==> src/rtl/cone_bist_driver.sv <==
// BIST driver for a generated logic cone: sources patterns, compacts responses into a 16-bit MISR.
// Define CONE_BIST_EXHAUSTIVE_EN to replace the LFSR source with an exhaustive N_IN-bit up-counter.
//
// state | meaning
// IDLE  | waiting for start, MISR cleared, pat_o driven to 0
// RUN   | applying patterns, absorbing one response per clock
// DONE  | signature held and compared against golden_i
module cone_bist_driver #(
    parameter int unsigned N_IN      = 5,
    parameter int unsigned N_OUT     = 1,
    parameter int unsigned PAT_COUNT = 32,
    parameter logic [15:0] SEED      = 16'hACE1
) (
    input  logic              clk,
    input  logic              rst_n,
    input  logic              start,
    input  logic              abort,
    input  logic [N_OUT-1:0]  resp_i,
    input  logic [15:0]       golden_i,
    output logic [N_IN-1:0]   pat_o,
    output logic              busy,
    output logic              done,
    output logic [15:0]       signature,
    output logic              pass
);

    typedef enum logic [1:0] {
        IDLE = 2'd0,
        RUN  = 2'd1,
        DONE = 2'd2
    } state_t;

`ifdef CONE_BIST_EXHAUSTIVE_EN
    localparam logic [15:0] LAST_CNT = 16'((32'd1 << N_IN) - 32'd1);
`else
    localparam logic [15:0] LAST_CNT = 16'(PAT_COUNT - 1);
    localparam logic [15:0] SEED_EFF = (SEED == 16'h0000) ? 16'h0001 : SEED;
`endif

    // Shared tap set x^16+x^14+x^13+x^11+1 for both the LFSR and the MISR.
    function automatic logic [15:0] step16(input logic [15:0] v);
        return {v[14:0], v[15] ^ v[13] ^ v[12] ^ v[10]};
    endfunction

    state_t      state_q, state_d;
    logic [15:0] misr_q, misr_d;
    logic [15:0] cnt_q, cnt_d;
`ifndef CONE_BIST_EXHAUSTIVE_EN
    logic [15:0] lfsr_q, lfsr_d;
`endif

    always_ff @(posedge clk or negedge rst_n) begin
        if (!rst_n) begin
            state_q <= IDLE;
            misr_q  <= 16'h0000;
            cnt_q   <= 16'h0000;
`ifndef CONE_BIST_EXHAUSTIVE_EN
            lfsr_q  <= SEED_EFF;
`endif
        end else begin
            state_q <= state_d;
            misr_q  <= misr_d;
            cnt_q   <= cnt_d;
`ifndef CONE_BIST_EXHAUSTIVE_EN
            lfsr_q  <= lfsr_d;
`endif
        end
    end

    always_comb begin
        state_d = state_q;
        misr_d  = misr_q;
        cnt_d   = cnt_q;
`ifndef CONE_BIST_EXHAUSTIVE_EN
        lfsr_d  = lfsr_q;
`endif
        case (state_q)
            IDLE, DONE: begin
                if (start) begin
                    state_d = RUN;
                    misr_d  = 16'h0000;
                    cnt_d   = 16'h0000;
`ifndef CONE_BIST_EXHAUSTIVE_EN
                    lfsr_d  = SEED_EFF;
`endif
                end
            end
            RUN: begin
                // abort wins over the terminal count and suppresses the absorb
                if (abort) begin
                    state_d = IDLE;
                    misr_d  = 16'h0000;
                end else begin
                    misr_d = step16(misr_q) ^ 16'(resp_i);
                    cnt_d  = cnt_q + 16'd1;
`ifndef CONE_BIST_EXHAUSTIVE_EN
                    lfsr_d = step16(lfsr_q);
`endif
                    if (cnt_q == LAST_CNT) begin
                        state_d = DONE;
                    end
                end
            end
            default: begin
                state_d = IDLE;
            end
        endcase
    end

    always_comb begin
        pat_o = '0;
        if (state_q == RUN) begin
`ifdef CONE_BIST_EXHAUSTIVE_EN
            pat_o = cnt_q[N_IN-1:0];
`else
            pat_o = lfsr_q[N_IN-1:0];
`endif
        end
    end

    assign busy      = (state_q == RUN);
    assign done      = (state_q == DONE);
    assign signature = misr_q;
    assign pass      = done && (misr_q == golden_i);

endmodule

==> config.mk <==
export PLATFORM = sky130hd
export DESIGN_NAME = cone_bist_driver
export DESIGN_NICKNAME = d
export VERILOG_FILES = /design/src/rtl/cone_bist_driver.sv
export SDC_FILE = /design/constraint.sdc
export NUM_CORES = 1
export LEC_CHECK = 0
export CAP_MARGIN = 20
export CORE_MARGIN = 2
export CORE_UTILIZATION = 45
export CTS_BUF_LIST = sky130_fd_sc_hd__clkbuf_2
export CTS_CLUSTER_DIAMETER = 40
export DETAILED_ROUTE_END_ITERATION = 8
export GPL_TIMING_DRIVEN = 1
export PLACE_DENSITY = 0.71
export SETUP_SLACK_MARGIN = 0.02
export SLEW_MARGIN = 30
export SYNTH_ARGS = -nofsm -noshare
export SYNTH_HDL_FRONTEND = slang
export SYNTH_SLANG_ARGS = --single-unit
==> constraint.sdc <==
create_clock -name clk -period 2.5 [get_ports clk]
set_clock_uncertainty 0.05 [all_clocks]
set_input_delay 0.25 -clock clk [delete_from_list [all_inputs] [get_ports clk]]
set_output_delay 0.25 -clock clk [all_outputs]
set_load 0.005 [all_outputs]
==> flow_summary_export.csv <==
group,metric,value,unit
floorplan,rows,26,
power,p_per_area,567,nW/um^2
layout,final_util,58.9,%
worst_setup_path,crit_chain,"nor2b_2, and2_1, clkdlybuf4s50_1",
worst_setup_path,start_kind,"flip-flop",
floorplan,core,5070,sq um
route,drc_errors,0,
sta,finalCritPeriodShare,89.7,%
clock_network,numCtsBuffers,5,
global_route,grt_use_total,17.9,%
placed_design,pre_cts_slack,0.135,ns
yosys,synth_top_area_share,44.9,%
layout,n_antenna_cell,0,
sta,slew_viol_final,0,
hold_path,hold_path_class,"input port to async pin",
floorplan,initial_core_util,46.1,%
route,ant_nets,0,
floorplan,fp.dieH,76.1,um
placed_design,dp_cells,315,
power,peakVddDrop,0.430,mV
clock_network,clk_latency,0.44,ns
run_status,status,"complete, no violations",
route,vias_per_cell,5.31,
floorplan,die_area,5790,sq um
sta,hold_violations,0,
yosys,synth_cells,207,
sta,rsz0062_at_grt,"no",
run,max_cap_viol_count,0,
sta,final.min_clock_period,2.24,ns
yosys,synth.avg_cell_area,11.3,sq um
route,drt_iter0_markers,66,
yosys,syn_nets,229,
placed_design,hpwl,3390,um
layout,finalNonFillerCells,331,
yosys,ys_seq_elements,50,
worst_setup_path,arrival,1.94,ns
yosys,synth_cell_type_count,34,
yosys,synth_async_sr_flop_share,100,%
sta,fmax,0.446,GHz
sta,final-setup-viol-count,0,
clock_network,clk_pin_slew,0.27,ns
worst_setup_path,cp-end-kind,"output pin",
layout,nNetsFinal,282,
global_route,overflow,0,
clock_network,cts.sinks,50,
route,firstDrtPassIters,4,
power,power_leakage,1.30,nW
layout,syn_to_final_growth,27.6,%
placed_design,port_buffers,44,
floorplan,die_w,76.1,um
sta,tns,0,ns
yosys,synthFlopType,"dfrtp_1",
clock_network,cts_tree,"done",
worst_setup_path,crit_fanout,7,
worst_setup_path,crit_slowest_cell,"dfrtp_1",
worst_setup_path,worstPathRequired,2.20,ns
placed_design,gp_congestion,0.794,
yosys,synth_top_area_cell,"dfrtp_1",
yosys,synth_edf_count,0,
global_route,grt_pass1_vias,1696,
floorplan,io_pins,45,
yosys,synth_area_leaders,"dfrtp_1, dfstp_2, xor2_1, a22o_1, xnor2_1",
sta,max_slew_margin,55.6,%
layout,layout-drive-gt1-share,15.7,%
route,post_drt_wl_per_cell,14.6,um
yosys,netlist_area,2340,sq um
route,vias,1757,
clock_network,ctsHtreeMaxLevel,2,
yosys,seq_area_frac_synth,53.9,%
clock_network,cts-root-buf,"clkbuf_2",
global_route,grt_max_degree,29,
route,finalWirelength,4830,um
sta,worst_slew_pin_slew,0.665,ns
global_route,grt_pass1_wl,8380,um
sta,fin_ws,0.259,ns
worst_setup_path,path_class,"flip-flop to output pin",
yosys,ys_warn_count,0,
global_route,antenna_found_initial,0,
clock_network,clockBufferDepth,2,
worst_setup_path,slowest_delay,0.51,ns
routing by layer:
| layer | routed length [um] | vias to the layer above | share of wire, % | track usage, % |
|---|---|---|---|---|
| met5 | 0 | - | 0 | 0 |
| met4 | 57 | 0 | 1.2 | 4.91 |
| met2 | 2310 | 15 | 48 | 28.5 |
| met3 | 88 | 7 | 1.8 | 3.67 |
| li1 | - | 858 | - | - |
| met1 | 2380 | 877 | 49 | 25.2 |
cells in the final DEF, fill, tap and decap left out, drive strengths merged:
master         count
dlygate4sd3        1
or3                7
xnor2              8
nand3              4
clkdlybuf4s50     42
ha                 1
buf               13
o2111ai            1
inv                5
nand4              5
a21oi              9
o31ai              1
and2b              1
nand2              9
a22o              20
nor2               9
o22ai              1
o22a               7
or3b               1
mux2               4
clkinv             1
and2               5
a211o              1
o21ai             10
or4                1
nor3b              1
dfstp              8
dfrtp             42
nand2b             2
xor2              21
nor4               5
clkbuf             5
o211ai             1
nor3               4
nor2b              1
and4               3
dlygate4sd2        1
cell families (layout without fill, tap and decap cells):
kind of cell	after synthesis	count (layout)	synth area share (%)
buf+inv	14	68	2.89
xor+xnor	29	29	10.9
mux	4	4	1.92
fa+ha+maj	1	1	0.535
flops	50	50	53.9
simple gates	58	58	14.1
compound gates	51	51	15.8
cell usage after synthesis, types with 6 or more instances:
library cell  count
dfstp_2           8
dfrtp_1          42
a21oi_1           9
or3_1             7
xnor2_1           8
nor2_1            9
o22a_1            7
xor2_1           21
clkbuf_1          6
a22o_1           20
nand2_1           9
o21ai_0          10
power breakdown:
part	total (W)	internal (W)	switching [W]
Combinational	0.000353	0.000197	0.000156
Sequential	0.000986	0.000922	0.0000643
Clock	0.000355	0.0000829	0.000272
Total	0.00169	0.00120	0.000493
critical path, delay by kind of cell (launching register included):
kind	cells	cell delay (ns)
flip-flops	1	0.51
buffers and inverters	1	0.51
AND/OR/NAND/NOR	2	0.48
sequential cells by signal, indices dropped and copies added, names as in the netlist:
signal / flops
signature: 16
lfsr_q: 16
cnt_q: 16
state_q: 2
per-stage QoR:
step / instance area, sq um / power [W] / hold WS [ns]
2_1_floorplan: 2340 / 0.00121 / -0.0956
3_3_place_gp: 2860 / 0.00134 / 0.212
3_5_place_dp: 2860 / 0.00135 / 0.218
4_1_cts: 2980 / 0.00172 / 0.232
5_1_grt: 2990 / 0.00180 / 0.254
6_report: 2990 / 0.00169 / 0.229
repair_timing:
item / CTS / global route
hold buffers: 1 / 0
gates cloned: 0 / 0
pin swaps: 3 / 0
buffers inserted: 7 / 0
resized for setup: 5 / 1
hold endpoints to repair: 14 / 0
endpoints found under the setup margin: 1 / 4
layout make-up:
| type | instances | area (sq um) |
|---|---|---|
| fillers | 432 | 2090 |
| flip-flops and latches | 50 | 1260 |
| multi-input cells | 143 | 1020 |
| repair buffers | 57 | 547 |
| well taps | 70 | 87.6 |
| clock inverters | 3 | 28.8 |
| clock buffers | 5 | 25.0 |
| inverters | 3 | 11.3 |
worst paths after layout:
kind | start | to | slack, ns | depth (start not counted)
max | state_q[1]$_DFFE_PN0P_ | pat_o[0] | 0.26 | 3
min | rst_n | state_q[1]$_DFFE_PN0P_ | 0.23 | 2
max reg2reg | state_q[1]$_DFFE_PN0P_ | cnt_q[15]$_DFFE_PN0P_ | 0.43 | 4
min reg2reg | lfsr_q[0]$_DFFE_PN1P_ | lfsr_q[0]$_DFFE_PN1P_ | 0.47 | 2
max in group asynchronous | rst_n | signature[0]$_DFFE_PN0P_ | 1.63 | 3
min in group clk | start | state_q[1]$_DFFE_PN0P_ | 0.39 | 2
(Power assumes the default switching activity.)
==> RTL change 1 (config.mk and constraints unchanged) <==
The option `CONE_BIST_EXHAUSTIVE_EN` is turned on by a define.
--- a/src/rtl/cone_bist_driver.sv
+++ b/src/rtl/cone_bist_driver.sv
@@ -5,6 +5,8 @@
 // IDLE  | waiting for start, MISR cleared, pat_o driven to 0
 // RUN   | applying patterns, absorbing one response per clock
 // DONE  | signature held and compared against golden_i
+`define CONE_BIST_EXHAUSTIVE_EN
+
 module cone_bist_driver #(
     parameter int unsigned N_IN      = 5,
     parameter int unsigned N_OUT     = 1,
Function: changed (Yosys sat finds a counterexample within 4 cycles, from zero or initial values and one cycle with rst_n low).
==> RTL change 1 against the unedited design <==
Total power shrank 32%. Critical path depth unchanged. Area after synthesis decreased by 26%. Largest cell class unchanged. Wire length fell by 17%. Setup slack better by 100 ps. Largest power group unchanged. Register-to-register slack gained 80 ps. Sequential cell count down 16. Sequential share of layout area down 5.5 points. Fmax increased by 4.8%. Sequential power is 40% lower. Final area shrank 23%. Critical path type unchanged.
==> RTL change 1: results (changes against the unedited design) <==
| Metric | Value |
|---|---|
| GR Util met1 | 27.99% (+2.8 points) |
| Placer congestion estimate | 0.8742 (+10%) |
| Family with the most delay on the worst path | simple AND/OR/NAND/NOR gates |
| Reg2Reg Depth | 4 (unchanged) |
| Worst skew pair latency | 380 ps (-60 ps) |
| Worst-Margin Slew | 643.5 ps (-21.56 ps) |
| Critical Path Max Stage Delay | 490 ps (-20 ps) |
| WL final | 4018 µm (-17%) |
| Pin count of the biggest net entering global routing | 35 (+21%) |
| # diodes | 0 (unchanged) |
| Hold Crit Class | primary input to async pin |
| Worst hold margin | 197.3 ps (-31.90 ps) |
| CP Data Arrival Time | 1840 ps (-100 ps) |
| GRT Total Usage | 20.44% (+2.5 points) |
| Met3 wire length | 192 µm (+120%) |
| RR Endpoint | cnt_q[11] |
| Vias in the first global route | 1,382 (-19%) |
| DR pass1 iterations | 4 (unchanged) |
| Max IR drop VDD | 312.5 µV (-27%) |
| Inserted Clock Buffers | 5 (unchanged) |
| Vias | 1,480 (-16%) |
| Slowest library cell on the worst path | clkdlybuf4s50_1 |
| Static Leak | 1.032 nW (-21%) |
| GR Util met2 | 31.57% (+3.1 points) |
| M3 GR Usage | 4.259% (+0.59 points) |
| Reg-to-reg setup timing slack | 510 ps (+80 ps) |
| Layout cells sized above 1 | 7.273% (-8.4 points) |
| Post-CTS Setup Inserts | 0 (-7) |
| Ranking of synthesized cells by area | dfrtp_1 (49%), xor2_1 (11%), a22o_1 (7.6%) |
| Global-route wire length before repair | 6686 µm (-20%) |
| H-tree levels | 2 (unchanged) |
| Post-synth EDFFs | 0 (unchanged) |
| Syn Nets | 191 (-17%) |
| Netlist cell types | 30 (-12%) |
| HPWL after DPL | 2876 µm (-15%) |
| CTS clk-pin slew, worst paths | 180 ps (-90 ps) |
| Initial antenna violation count | 0 (unchanged) |
| Final #Nets | 241 (-15%) |
| WL met2 | 1979 µm (-14%) |
| Status | complete, no violations |
| Post_cts resized | 0 (-5) |
| Sequential-to-total area share from yosys stat | 49.24% (-4.7 points) |
| Drt initial violations | 104 (+58%) |
| Sw frac | 26.85% (-2.2 points) |
| Top cells by count, synth | dfrtp_1 (34), xor2_1 (21), a22o_1 (15) |
| Routed metal-1 wirelength | 1788 µm (-25%) |
[RTL change 1: cell families (layout without fill, tap and decap cells)]
logic type / after synthesis / after routing / synth area share [%]
xor gates and xnor gates: 25 / 25 / 12.67
DFF: 34 / 34 / 49.24
AOI/OAI and AO/OA: 38 / 38 / 15.42
buffers and inverters: 9 / 60 / 2.390
and+or+nand+nor: 62 / 62 / 19.55
adders and majority gates: 1 / 1 / 0.7240
[RTL change 1: through the flow]
step	instances	area, µm²	worst slack [ps]
after floorplan	169	1728	572.4
after global placement	260	2241	253.6
after detailed placement	260	2241	225.8
after CTS	268	2306	24.76
after global routing	268	2312	195.4
final	268	2312	361.0
[RTL change 1: area by class of cell]
cell class | instances | area, µm²
Clock buffer | 7 | 35.03
Inverter | 3 | 11.26
Sequential cell | 34 | 852.1
Multi-Input combinational cell | 126 | 843.3
Clock inverter | 1 | 30.03
Tap cell | 48 | 60.06
Timing Repair Buffer | 49 | 480.5
Fill cell | 312 | 1376
[RTL change 1: worst max-delay path by stage]
| stage | depth (start not counted) | to | start | slack, ps |
|---|---|---|---|---|
| after floorplan | 5 | cnt_q[11] | state_q[1] | 570 |
| after global placement | 6 | pass | golden_i[15] | 250 |
| after detailed placement | 6 | pass | golden_i[4] | 230 |
| after CTS | 5 | pass | signature[4] | 20 |
| after global routing | 3 | pat_o[4] | state_q[0] | 200 |
| final | 3 | pat_o[4] | state_q[1] | 360 |
[RTL change 1: power groups by stage]
| stage | clock network [W] | logic, W | registers [W] |
|---|---|---|---|
| floorplan | 0 | 0.0000852 | 0.000599 |
| global route | 0.000400 | 0.000199 | 0.000601 |
| finish | 0.000370 | 0.000180 | 0.000595 |
| detailed placement | 0 | 0.000177 | 0.000605 |
| CTS | 0.000375 | 0.000180 | 0.000595 |
| global placement | 0 | 0.000173 | 0.000605 |
==> RTL change 2 (same settings) <==
Without the edit above. Add an input register stage for `start`, `abort`, `resp_i` and `golden_i`, cleared by the reset; this delays them by one clock.
--- a/src/rtl/cone_bist_driver.sv
+++ b/src/rtl/cone_bist_driver.sv
@@ -29,6 +29,25 @@
         RUN  = 2'd1,
         DONE = 2'd2
     } state_t;
+
+    logic start_q;
+    logic abort_q;
+    logic [N_OUT-1:0] resp_q;
+    logic [15:0] golden_q;
+
+    always_ff @(posedge clk or negedge rst_n) begin
+        if (!rst_n) begin
+            start_q  <= '0;
+            abort_q  <= '0;
+            resp_q   <= '0;
+            golden_q <= '0;
+        end else begin
+            start_q  <= start;
+            abort_q  <= abort;
+            resp_q   <= resp_i;
+            golden_q <= golden_i;
+        end
+    end
 
 `ifdef CONE_BIST_EXHAUSTIVE_EN
     localparam logic [15:0] LAST_CNT = 16'((32'd1 << N_IN) - 32'd1);
@@ -76,7 +95,7 @@
 `endif
         case (state_q)
             IDLE, DONE: begin
-                if (start) begin
+                if (start_q) begin
                     state_d = RUN;
                     misr_d  = 16'h0000;
                     cnt_d   = 16'h0000;
@@ -87,11 +106,11 @@
             end
             RUN: begin
                 // abort wins over the terminal count and suppresses the absorb
-                if (abort) begin
+                if (abort_q) begin
                     state_d = IDLE;
                     misr_d  = 16'h0000;
                 end else begin
-                    misr_d = step16(misr_q) ^ 16'(resp_i);
+                    misr_d = step16(misr_q) ^ 16'(resp_q);
                     cnt_d  = cnt_q + 16'd1;
 `ifndef CONE_BIST_EXHAUSTIVE_EN
                     lfsr_d = step16(lfsr_q);
@@ -121,7 +140,7 @@
     assign busy      = (state_q == RUN);
     assign done      = (state_q == DONE);
     assign signature = misr_q;
-    assign pass      = done && (misr_q == golden_i);
+    assign pass      = done && (misr_q == golden_q);
 
 endmodule
 
Check against the original RTL: not equivalent (a bounded check fails within 4 cycles, from zero or initial values and one cycle with rst_n low).
==> RTL change 2 against the unedited design <==
Cell count is 11% higher. Fmax is 2.2% lower. Area after synthesis is 24% higher. Sequential cell count is 19 higher. Sequential share of layout area is 5.4 points higher. First-iteration DRC count is 58% higher. Total power is 41% higher. Via count is 15% higher. Setup slack worse by 50 ps. Combinational power is 3% lower. Final area is 22% higher. Wire length is 19% higher. Largest power group unchanged. Highest routed layer unchanged.
==> RTL change 2: results (changes against the unedited design) <==
| Metric | Value |
|---|---|
| Status | complete, no violations |
| Layout cells sized above 1 | 18.69% (+3.0 points) |
| RR Startpoint | state_q[1] |
| GR Util met1 | 23.55% (-1.6 points) |
| Sequential-to-total area share from yosys stat | 59.80% (+5.9 points) |
| CTS Buffer Depth | 2 (unchanged) |
| Timing endpoint of the critical path | pass |
| Setup violators final | 0 (unchanged) |
| Reg-to-reg setup timing slack | 540 ps (+110 ps) |
| GR Util met2 | 27.06% (-1.4 points) |
| Hold path depth | 1 |
| Worst Hold Endpoint | golden_q[15] |
| Multi-input gate area | 1107 µm² (+8.3%) |
| Crit share post-route | 91.64% (+2.0 points) |
| Syn Nets | 250 (+9.2%) |
| GRT Total Usage | 17.75% (-0.16 points) |
| Ranking of synthesized cells by area | dfrtp_1 (53%), dfstp_2 (7.2%), xor2_1 (6.6%) |
| Reg2Reg Depth | 3 (-1) |
| Max IR drop VDD | 481.7 µV (+12%) |
| Top cells by count, synth | dfrtp_1 (61), xor2_1 (22), a22o_1 (20) |
| RR Endpoint | lfsr_q[3] |
| Final #Nets | 306 (+8.5%) |
| Final setup TNS | 0 ps (unchanged) |
| Port Buf Inserts | 44 (unchanged) |
| HPWL after DPL | 3873 µm (+14%) |
| Vias per cell | 5.503 (+3.7%) |
| Inserted Clock Buffers | 9 (+4) |
| Placer congestion estimate | 0.7995 (+0.72%) |
| WL met2 | 2684 µm (+16%) |
| Layout fillers | 516 (+19%) |
| Placed inst area | 3408 µm² (+19%) |
| CTS clk-pin slew, worst paths | 200 ps (-70 ps) |
| M3 GR Usage | 6.883% (+3.2 points) |
| Critical Path Max Stage Delay | 440 ps (-70 ps) |
| CP Data Arrival Time | 1990 ps (+50 ps) |
| Hold Crit Class | primary input to flop |
| DR pass1 iterations | 4 (unchanged) |
| WL final | 5757 µm (+19%) |
| Pin count of the biggest net entering global routing | 39 (+34%) |
| Worst skew pair latency | 480 ps (+40 ps) |
| Worst hold margin | 110.8 ps (-118.4 ps) |
| H-tree levels | 3 (+1) |
| Netlist cell types | 41 (+21%) |
| Routed metal-1 wirelength | 2628 µm (+11%) |
| Synth warn | 0 (unchanged) |
| Number of placed cells counting well taps | 341 (+8.3%) |
| Static Leak | 1.591 nW (+22%) |
| Global-route wire length before repair | 9922 µm (+18%) |
| Slew headroom | 44.52% (-11 points) |
| Syn Inst Count | 228 (+10%) |
| Drt initial violations | 104 (+58%) |
| Crit. Startpoint | signature[8] |
| Maximum fanout along the worst path | 2 (-5) |
| Met3 wire length | 374 µm (+330%) |
| Pre-CTS setup slack | 422.5 ps (+287.6 ps) |
| Vias | 2,014 (+15%) |
RTL change 2: cell count changes in the layout (fill, tap and decap cells not counted), moves of 3 or more:
cell and delta:
buf_4 +3, nor2_1 +3, a21oi_1 -4, o21ai_0 -3, or3_1 -6, clkbuf_2 +4
dfrtp_1 +21
RTL change 2: cell type report:
class / count / share of cell area, %
Inverter: 2 / 0.2062
Clock inverter: 7 / 2.680
Clock buffer: 9 / 1.237
Timing Repair Buffer: 59 / 15.09
Multi-Input combinational cell: 143 / 30.41
Tap cell: 77 / 2.646
Sequential cell: 69 / 47.73
RTL change 2: timing repair:
| item | in CTS | in global routing |
|---|---|---|
| hold buffers | 1 | 0 |
| hold endpoints to repair | 28 | 0 |
| buffers inserted | 8 | 0 |
| setup endpoints to repair | 1 | 5 |
| resized for setup | 4 | 2 |
| pin swaps | 3 | 0 |
RTL change 2: worst max-delay path: cells and delay by family (launching register included):
kind / cells / cell delay, ps
buffers and inverters: 1 / 260
and+or+nand+nor: 3 / 640
xor gates and xnor gates: 1 / 160
DFF: 1 / 440
RTL change 2: power breakdown:
part | internal, W | switching (W)
clock | 0.000336 | 0.000405
combinational | 0.000180 | 0.000162
sequential | 0.00124 | 0.0000685
total | 0.00175 | 0.000636
RTL change 2: kinds of logic (layout without fill, tap and decap cells):
kind of cell | after synthesis | in the layout | synth area share [%]
flip-flops | 69 | 69 | 59.80
AND/OR/NAND/NOR | 58 | 58 | 11.59
AO/OA/AOI/OAI | 48 | 48 | 14.09
XOR/XNOR | 31 | 31 | 9.349
buffers and inverters | 16 | 77 | 2.844
multiplexers | 5 | 5 | 1.896
adder cells (fa/ha/maj) | 1 | 1 | 0.4308
